## config.mk

```make
export PLATFORM = sky130hd
export DESIGN_NAME = costas_loop_filter_flat
export DESIGN_NICKNAME = d
export VERILOG_FILES = /design/src/rtl/costas_loop_filter_if.sv /design/src/rtl/costas_loop_filter.sv /design/src/flat_wrapper.sv
export SDC_FILE = /design/constraint.sdc
export NUM_CORES = 1
export LEC_CHECK = 0
export CORE_ASPECT_RATIO = 1.25
export CORE_MARGIN = 4
export CORE_UTILIZATION = 45
export CTS_BUF_LIST = sky130_fd_sc_hd__clkbuf_16
export CTS_CLUSTER_DIAMETER = 150
export DETAILED_ROUTE_END_ITERATION = 8
export SYNTH_ARGS = -nofsm -noshare
export SYNTH_HDL_FRONTEND = slang
export SYNTH_SLANG_ARGS = --single-unit
```

## constraint.sdc

```tcl
create_clock -name clk -period 9.3 [get_ports clk]
set_input_delay 1.86 -clock clk [delete_from_list [all_inputs] [get_ports clk]]
set_output_delay 1.86 -clock clk [all_outputs]
set_load 0.02 [all_outputs]
```

## src/rtl/costas_loop_filter_if.sv

```systemverilog
// Sample/correction bus of the Costas loop filter: phase-error samples in,
// registered NCO correction plus lock and saturation status out.
interface costas_loop_filter_if #(
  parameter int ERR_W = 64,
  parameter int OUT_W = 32
);
  logic                    err_valid;
  logic signed [ERR_W-1:0] err_in;
  logic                    out_valid;
  logic signed [OUT_W-1:0] correction;
  logic                    locked;
  logic                    sat_flag;

  modport master (
    output err_valid, err_in,
    input  out_valid, correction, locked, sat_flag
  );

  modport slave (
    input  err_valid, err_in,
    output out_valid, correction, locked, sat_flag
  );
endinterface

```

## src/rtl/costas_loop_filter.sv

```systemverilog
// Costas loop PI filter: ACQ/TRACK lock FSM picks the gain shifts, saturating integrator.
// Define COSTAS_LF_ROUND_EN for round-half-up gain shifts; the default build truncates.
module costas_loop_filter #(
  parameter int ERR_W    = 64,
  parameter int OUT_W    = 32,
  parameter int ACC_W    = 40,
  parameter int LOCK_CNT = 16
) (
  input  logic                clk,
  input  logic                rst_n,
  costas_loop_filter_if.slave bus,
  input  logic [5:0]          acq_kp_shift,
  input  logic [5:0]          acq_ki_shift,
  input  logic [5:0]          trk_kp_shift,
  input  logic [5:0]          trk_ki_shift,
  input  logic [ERR_W-2:0]    lock_thresh,
  input  logic                integ_clr,
  input  logic                freeze
);

  localparam int MAX_W = (ERR_W > ACC_W) ? ((ERR_W > OUT_W) ? ERR_W : OUT_W)
                                         : ((ACC_W > OUT_W) ? ACC_W : OUT_W);
  localparam int WIDE  = MAX_W + 2;
  localparam int CNT_W = $clog2(LOCK_CNT + 1);

  localparam logic signed [WIDE-1:0] ACC_MAX = {{(WIDE-ACC_W+1){1'b0}}, {(ACC_W-1){1'b1}}};
  localparam logic signed [WIDE-1:0] ACC_MIN = {{(WIDE-ACC_W+1){1'b1}}, {(ACC_W-1){1'b0}}};
  localparam logic signed [WIDE-1:0] OUT_MAX = {{(WIDE-OUT_W+1){1'b0}}, {(OUT_W-1){1'b1}}};
  localparam logic signed [WIDE-1:0] OUT_MIN = {{(WIDE-OUT_W+1){1'b1}}, {(OUT_W-1){1'b0}}};

  typedef enum logic {ACQ, TRACK} state_t;

  state_t                  state;
  logic [CNT_W-1:0]        lock_cnt;
  logic                    v1;
  logic signed [ERR_W-1:0] p_r;
  logic signed [ERR_W-1:0] inc_r;
  logic signed [ACC_W-1:0] acc;

  logic [5:0]              kp_sel;
  logic [5:0]              ki_sel;
  logic [ERR_W-2:0]        mag;
  logic                    hit;
  logic signed [WIDE-1:0]  acc_sum;
  logic signed [WIDE-1:0]  corr_sum;
  logic signed [ACC_W-1:0] acc_next;
  logic signed [OUT_W-1:0] corr_next;
  logic                    acc_clip;
  logic                    corr_clip;

  function automatic logic signed [ERR_W-1:0] gain_shift(input logic signed [ERR_W-1:0] x,
                                                         input logic [5:0] s);
    int sc;
`ifdef COSTAS_LF_ROUND_EN
    logic signed [ERR_W:0] wide;
    logic signed [ERR_W:0] half;
`endif
    sc = (int'(s) > ERR_W - 1) ? ERR_W - 1 : int'(s);
`ifdef COSTAS_LF_ROUND_EN
    half = '0;
    if (sc > 0) half = {{ERR_W{1'b0}}, 1'b1} << (sc - 1);
    wide = $signed({x[ERR_W-1], x}) + half;
    wide = wide >>> sc;
    return wide[ERR_W-1:0];
`else
    return x >>> sc;
`endif
  endfunction

  // Negating the most negative value leaves its MSB set, which flags the clamp case.
  function automatic logic [ERR_W-2:0] err_mag(input logic signed [ERR_W-1:0] x);
    logic [ERR_W-1:0] m;
    m = x[ERR_W-1] ? -x : x;
    if (m[ERR_W-1]) return '1;
    return m[ERR_W-2:0];
  endfunction

  always_comb begin
    kp_sel = (state == TRACK) ? trk_kp_shift : acq_kp_shift;
    ki_sel = (state == TRACK) ? trk_ki_shift : acq_ki_shift;
    mag    = err_mag(bus.err_in);
    hit    = (state == TRACK) ? (mag >= lock_thresh) : (mag < lock_thresh);
  end

  // Clear beats freeze beats the increment; the output always uses the updated acc.
  always_comb begin
    acc_sum = WIDE'(acc) + WIDE'(inc_r);
    if (integ_clr)   acc_sum = '0;
    else if (freeze) acc_sum = WIDE'(acc);
    acc_clip = 1'b0;
    acc_next = acc_sum[ACC_W-1:0];
    if (acc_sum > ACC_MAX) begin
      acc_next = ACC_MAX[ACC_W-1:0];
      acc_clip = 1'b1;
    end else if (acc_sum < ACC_MIN) begin
      acc_next = ACC_MIN[ACC_W-1:0];
      acc_clip = 1'b1;
    end
    corr_sum  = WIDE'(p_r) + WIDE'(acc_next);
    corr_clip = 1'b0;
    corr_next = corr_sum[OUT_W-1:0];
    if (corr_sum > OUT_MAX) begin
      corr_next = OUT_MAX[OUT_W-1:0];
      corr_clip = 1'b1;
    end else if (corr_sum < OUT_MIN) begin
      corr_next = OUT_MIN[OUT_W-1:0];
      corr_clip = 1'b1;
    end
  end

  always_ff @(posedge clk or negedge rst_n) begin
    if (!rst_n) begin
      state      <= ACQ;
      lock_cnt   <= '0;
      bus.locked <= 1'b0;
    end else if (bus.err_valid) begin
      if (!hit) begin
        lock_cnt <= '0;
      end else if (lock_cnt == CNT_W'(LOCK_CNT - 1)) begin
        lock_cnt   <= '0;
        state      <= (state == ACQ) ? TRACK : ACQ;
        bus.locked <= (state == ACQ);
      end else begin
        lock_cnt <= lock_cnt + 1'b1;
      end
    end
  end

  always_ff @(posedge clk or negedge rst_n) begin
    if (!rst_n) begin
      v1             <= 1'b0;
      p_r            <= '0;
      inc_r          <= '0;
      acc            <= '0;
      bus.out_valid  <= 1'b0;
      bus.correction <= '0;
      bus.sat_flag   <= 1'b0;
    end else begin
      v1 <= bus.err_valid;
      if (bus.err_valid) begin
        p_r   <= gain_shift(bus.err_in, kp_sel);
        inc_r <= gain_shift(bus.err_in, ki_sel);
      end
      if (v1 || integ_clr) acc <= acc_next;
      bus.out_valid <= v1;
      if (v1) begin
        bus.correction <= corr_next;
        bus.sat_flag   <= acc_clip | corr_clip;
      end
    end
  end

endmodule

```

## src/flat_wrapper.sv

```systemverilog
// flat-port wrapper written by rule: the top's interface ports become plain ports
module costas_loop_filter_flat 
#(
  parameter int ERR_W    = 64,
  parameter int OUT_W    = 32,
  parameter int ACC_W    = 40,
  parameter int LOCK_CNT = 16
)
  (clk, rst_n, acq_kp_shift, acq_ki_shift, trk_kp_shift, trk_ki_shift, lock_thresh, integ_clr, freeze, bus_err_valid, bus_err_in, bus_out_valid, bus_correction, bus_locked, bus_sat_flag);
  costas_loop_filter_if #(.ERR_W(ERR_W), .OUT_W(OUT_W)) bus_i ();
  input  logic clk;
  input  logic rst_n;
  input  logic [5:0] acq_kp_shift;
  input  logic [5:0] acq_ki_shift;
  input  logic [5:0] trk_kp_shift;
  input  logic [5:0] trk_ki_shift;
  input  logic [ERR_W-2:0] lock_thresh;
  input  logic integ_clr;
  input  logic freeze;
  input wire logic [$bits(bus_i.err_valid)-1:0] bus_err_valid;
  input wire logic [$bits(bus_i.err_in)-1:0] bus_err_in;
  output wire logic [$bits(bus_i.out_valid)-1:0] bus_out_valid;
  output wire logic [$bits(bus_i.correction)-1:0] bus_correction;
  output wire logic [$bits(bus_i.locked)-1:0] bus_locked;
  output wire logic [$bits(bus_i.sat_flag)-1:0] bus_sat_flag;
  assign bus_i.err_valid = bus_err_valid;
  assign bus_i.err_in = bus_err_in;
  assign bus_out_valid = bus_i.out_valid;
  assign bus_correction = bus_i.correction;
  assign bus_locked = bus_i.locked;
  assign bus_sat_flag = bus_i.sat_flag;
  costas_loop_filter #(.ERR_W(ERR_W), .OUT_W(OUT_W), .ACC_W(ACC_W), .LOCK_CNT(LOCK_CNT)) u_core (.clk(clk), .rst_n(rst_n), .bus(bus_i), .acq_kp_shift(acq_kp_shift), .acq_ki_shift(acq_ki_shift), .trk_kp_shift(trk_kp_shift), .trk_ki_shift(trk_ki_shift), .lock_thresh(lock_thresh), .integ_clr(integ_clr), .freeze(freeze));
endmodule
```

==> flow_summary.toml, run 1 <==
[global_routing]
antenna_found_initial = 0
grt_max_degree = 137
grt_pass1_wl_um = 166000
gr-total-overflow = 0
track_usage_pct = 30.8
grt_pass1_vias = 28400

[final_layout]
final_cell_count_no_fill = 4629
nets = 4127
fillerInstances = 6203
area_delta_synth_final_pct = 12.0
diodes = 0
stdcell_area_um2 = 32000
drive_gt1_share_pct = 8.08

[route]
finalWirelength_um = 109000
drt_first_pass_iters = 8
vias_per_cell = 6.33
wire_per_inst_um = 23.5
antenna_left = 0
drc = 0
vias = 29300
drt_iter0_drc = 2532

[logic_synthesis]
yosys_most_used_dff = "dfrtp_1"
synth_nets = 4111
yosysTopAreaCellShare_pct = 18.2
synth_most_common_cell = "mux2i_1"
ys_ff_latch = 208
synth.cell_area_um2 = 28600
yosysTopAreaCell = "dfrtp_1"
ys_top_cells_by_count = "453 x mux2i_1, 445 x nand2_1, 370 x a21oi_1, 280 x nor2_1, 234 x o21ai_0"
ys_warn_count = 0
netlist_top_cells_area = "dfrtp_1 18%, mux2i_1 16%, ha_1 8.4%"
synth.distinct_cells = 100
avgSynthCellArea_um2 = 7.61
postSynthCellCount = 3760
async_reset_ff_share_pct = 100
ys_seq_area_share_pct = 18.2
synth-edff-count = 0

[cts]
clock-sinks = 208
h-tree-depth = 1
cts_max_path_buffers = 3
root_buffer = "clkbuf_16"
cts_buffers = 24
cts_tree = "built"
cts_hold_buf = 0
path_clk_slew_ps = 60
clk_latency_ps = 560

[worst_setup_path]
cp-start-kind = "flip-flop"
r2r.worst_path.cells = 29
required_ps = 9750
cp_max_fo = 14
cp.arrival_ps = 9290
slowest_delay_ps = 560
critPathKind = "reg2reg"
cp-startpoint = "u_core.inc_r[31]"
cp-end-kind = "flip-flop"
cp_slowest_cell = "o211ai_1"
r2r_start = "u_core.inc_r[31]"

[floorplan]
start_util_pct = 45.4
ioPinCount = 191
rows = 103
die_y_um = 290
core-area_um2 = 63000
die_w_um = 234
fp.dieArea_um2 = 67700

[timing]
grt_setup_unrepaired = "false"
max_freq_mhz = 113
fin_skew_ps = 33.9
slew_violations = 0
slew_headroom_pct = 28.4
min_period_ps = 8840
setup_viol = 0
period_share_pct = 95.1
hold_viol = 0
worst_pin_slew_ps = 1070
setup_tns_ps = 0

[placement]
io_buffers = 190
postPlaceCellArea_um2 = 31300
place_hpwl_um = 87300
place_congestion = 0.992
dp_cells = 4589

[pwr]
p_leak_nw = 14.1
power_density_nw_per_um2 = 273
vdd_ir_drop_max_v = 0.000149

[hold_path]
hold_path.class = "reg2reg"
min_from = "u_core.inc_r[49]"
min_path_cells = 1

[job]
drv_cap = 0

[run_status]
status = "complete, no violations"
==> what timing repair did <==
item | CTS | global route
endpoints found under the setup margin | 0 | 33
setup buffers | 0 | 1
gates resized for setup | 0 | 9
==> worst paths after layout <==
kind | to | slack (ps)
max | u_core.bus.correction[0] | 460
min | u_core.inc_r[49] | 500
max reg2reg | u_core.bus.correction[0] | 460
min reg2reg | u_core.inc_r[49] | 500
max in group asynchronous | u_core.state | 6740
min in group asynchronous | u_core.bus.correction[25] | 1320
==> layer usage <==
metal / share of wire, % / routed length [µm] / global-route usage [%]
met4: 6.4 / 6960 / 15.9
met3: 5.6 / 6050 / 2.55
met5: 0 / 0 / 0
met2: 46 / 50300 / 50.5
met1: 42 / 45600 / 40.5
==> cell usage in the layout (no fill, tap or decap), types with 44 or more instances in the layout <==
cell	n
nand2_1	445
mux2i_1	441
a21oi_1	368
nor2_1	280
o21ai_0	233
dfrtp_1	207
ha_1	193
clkdlybuf4s50_1	186
inv_1	125
xor2_1	107
buf_4	96
mux2_2	91
nand4_1	90
nand3_1	89
a211oi_1	67
a21o_1	64
xnor2_1	54
nor3_1	49
o21a_1	47
o211ai_1	44
==> cell type report <==
type	count	area, µm²	area share (%)
clock buffer	24	601	1.87
clock inverter	15	125	0.391
inverter	123	462	1.44
timing repair buffer	289	2690	8.40
multi-input combinational	3130	21900	68.4
sequential	208	5210	16.2
tap	840	1050	3.28
==> stage by stage <==
step	util [%]	setup WS (ps)	hold slack, ps	power, mW
floorplan	-	861	372	5.72
global placement	49.6	498	481	7.71
detailed placement	49.6	488	480	7.70
CTS	50.8	400	495	8.63
global route	50.8	48.3	507	9.35
finish	50.8	456	497	8.74
==> kinds of logic after synthesis <==
| group | count (synthesis) | synth area share (%) |
|---|---|---|
| xor gates and xnor gates | 161 | 4.93 |
| buffers and inverters | 422 | 5.97 |
| adders and majority gates | 195 | 8.58 |
| muxes | 546 | 19.6 |
| and+or+nand+nor | 1130 | 18.2 |
| DFF | 208 | 18.2 |
| AOI/OAI and AO/OA | 1098 | 24.6 |
==> critical path: cells and delay by family (launching register included) <==
kind	cells	cell delay, ps
flops	1	410
xor+xnor	1	140
fa+ha+maj	2	820
simple gates	8	3120
compound gates	15	3640
buf+inv	3	600
==> registers in the layout, indices dropped and copies added, names as in the netlist <==
| register | count |
|---|---|
| u_core.bus.sat_flag | 1 |
| u_core.acc | 40 |
| u_core.state | 1 |
| u_core.v1 | 1 |
| u_core.lock_cnt | 5 |
| u_core.bus.out_valid | 1 |
| u_core.inc_r | 64 |
| u_core.p_r | 63 |
| u_core.bus.correction | 32 |
==> power by group <==
part / internal (mW) / leakage (nW) / switching (mW)
Combinational: 2.35 / 11.3 / 3.94
Sequential: 1.23 / 2.47 / 0.324
Clock: 0.498 / 0.361 / 0.396
Total: 4.08 / 14.1 / 4.66
No activity file was read; power rests on OpenSTA's default activity.
==> inputs of run 2 (changes only) <==
--- a/config.mk
+++ b/config.mk
@@ -8,7 +8,6 @@
 export CORE_ASPECT_RATIO = 1.25
 export CORE_MARGIN = 4
 export CORE_UTILIZATION = 45
-export CTS_BUF_LIST = sky130_fd_sc_hd__clkbuf_16
 export CTS_CLUSTER_DIAMETER = 150
 export DETAILED_ROUTE_END_ITERATION = 8
 export SYNTH_ARGS = -nofsm -noshare
==> run 2 against run 1 <==
First-iteration DRC count is 6.0% higher; maximum frequency shrank 0.22%; critical path depth unchanged; hold slack worse by 3.8 ps; via count hardly changed; sequential power hardly changed; largest power group unchanged.
==> flow_summary.toml, run 2 (same netlist as run 1, synthesis figures left out) <==
[run_status]
status = "complete, no violations"

[placement]
io_buffers = 190
place_hpwl_um = 87300
post-place-ws_ps = 488
place_congestion = 0.992

[floorplan]
fp.dieArea_um2 = 67700
die_y_um = 290
core-area_um2 = 63000
die_w_um = 234
ioPinCount = 191
rows = 103
start_util_pct = 45.4

[final_layout]
nets = 4127
area_delta_synth_final_pct = 12.1
top_regs = "u_core.inc_r: 64 flops, u_core.p_r: 63 flops, u_core.acc: 40 flops"
largest-register = "u_core.inc_r"
largest_register_ffs = 64
fillerInstances = 6201
drive_gt1_share_pct = 8.13
mostFrequentLayoutCells = "445 x nand2_1, 441 x mux2i_1, 368 x a21oi_1"
final_common_cell = "nand2_1"

[worst_setup_path]
required_ps = 9750
cp-start-kind = "flip-flop"
cp-end-kind = "flip-flop"
slowest_delay_ps = 560
r2r_start = "u_core.inc_r[30]"
cp_slowest_cell = "o211ai_1"
cp.arrival_ps = 9310
critPathKind = "reg2reg"
cp-startpoint = "u_core.inc_r[30]"
cp_max_fo = 14

[route]
vias_per_cell = 6.33
drc = 0
vias = 29300
wire_per_inst_um = 23.5
finalWirelength_um = 109000
antenna_left = 0
drt_first_pass_iters = 6
drt_iter0_drc = 2683

[global_routing]
gr-total-overflow = 0
track_usage_pct = 30.9
grt_pass1_wl_um = 166000
antenna_found_initial = 0
grt_max_degree = 137
grt_pass1_vias = 28400

[timing]
grt_setup_unrepaired = "false"
worst_pin_slew_ps = 1070
hold_viol = 0
fin_skew_ps = 33.0
max_freq_mhz = 113
setup_tns_ps = 0
layout_setup_ws_ps = 437
slew_headroom_pct = 28.5
setup_viol = 0
slew_violations = 0
min_period_ps = 8860
period_share_pct = 95.3

[cts]
cts_tree = "built"
path_clk_slew_ps = 60
cts_buffers = 24
cts_max_path_buffers = 3
h-tree-depth = 1
clock-sinks = 208
clk_latency_ps = 560
root_buffer = "clkbuf_16"

[pwr]
p_leak_nw = 14.1
p_total_mw = 8.76
power_density_nw_per_um2 = 273
vdd_ir_drop_max_v = 0.000149

[hold_path]
min_from = "u_core.inc_r[49]"
hold_path.class = "reg2reg"

[job]
drv_cap = 0
==> run 2: where the power goes <==
part | total (mW) | switching (mW) | internal (mW) | leakage (nW)
clock network | 0.917 | 0.399 | 0.518 | 0.360
registers | 1.55 | 0.324 | 1.23 | 2.47
logic | 6.28 | 3.93 | 2.35 | 11.3
==> run 2: stage by stage <==
stage / cell area (µm²) / cells / util, % / hold slack, ps
2_1_floorplan: 28600 / 3760 / - / 372
3_3_place_gp: 31300 / 4589 / 49.6 / 481
3_5_place_dp: 31300 / 4589 / 49.6 / 480
4_1_cts: 32000 / 4628 / 50.8 / 495
5_1_grt: 32100 / 4629 / 50.9 / 507
6_report: 32100 / 4631 / 50.9 / 493
==> run 2: cell type report <==
| cell class | count | area, µm² | share of cell area [%] |
|---|---|---|---|
| inverters | 123 | 462 | 1.44 |
| repair buffers | 289 | 2690 | 8.40 |
| multi-input cells | 3130 | 21900 | 68.3 |
| well taps | 840 | 1050 | 3.28 |
| flip-flops and latches | 208 | 5210 | 16.2 |
| clock buffers | 29 | 639 | 1.99 |
| clock inverters | 10 | 106 | 0.332 |
| diodes | 2 | 5.00 | 0.0156 |
==> run 2: what timing repair did <==
item	4_1_cts	5_1_grt
hold buffers	0	0
setup endpoints to repair	0	33
setup buffers	0	1
gates resized for setup	0	9
==> run 2: routing by layer <==
metal | track usage [%] | up-vias | wire length [µm]
met5 | 0 | - | 0
met4 | 16.0 | 0 | 6820
met3 | 2.46 | 293 | 6610
met2 | 50.4 | 1198 | 50300
met1 | 40.6 | 13900 | 45100
li1 | - | 13900 | -
==> run 2: critical path, delay by kind of cell (launching register included) <==
kind	cells	cell delay [ps]
fa+ha+maj	2	800
flops	1	430
xor+xnor	1	130
simple gates	8	3130
compound gates	15	3640
buf+inv	3	600
==> run 2: path summary, 6_finish.rpt <==
kind | end | slack (ps) | depth (start not counted)
max in group asynchronous | u_core.state | 6720 | 2
min reg2reg | u_core.inc_r[49] | 490 | 1
max | u_core.bus.correction[0] | 440 | 29
min in group asynchronous | u_core.bus.correction[25] | 1320 | 1
min | u_core.inc_r[49] | 490 | 1
max reg2reg | u_core.bus.correction[0] | 440 | 29
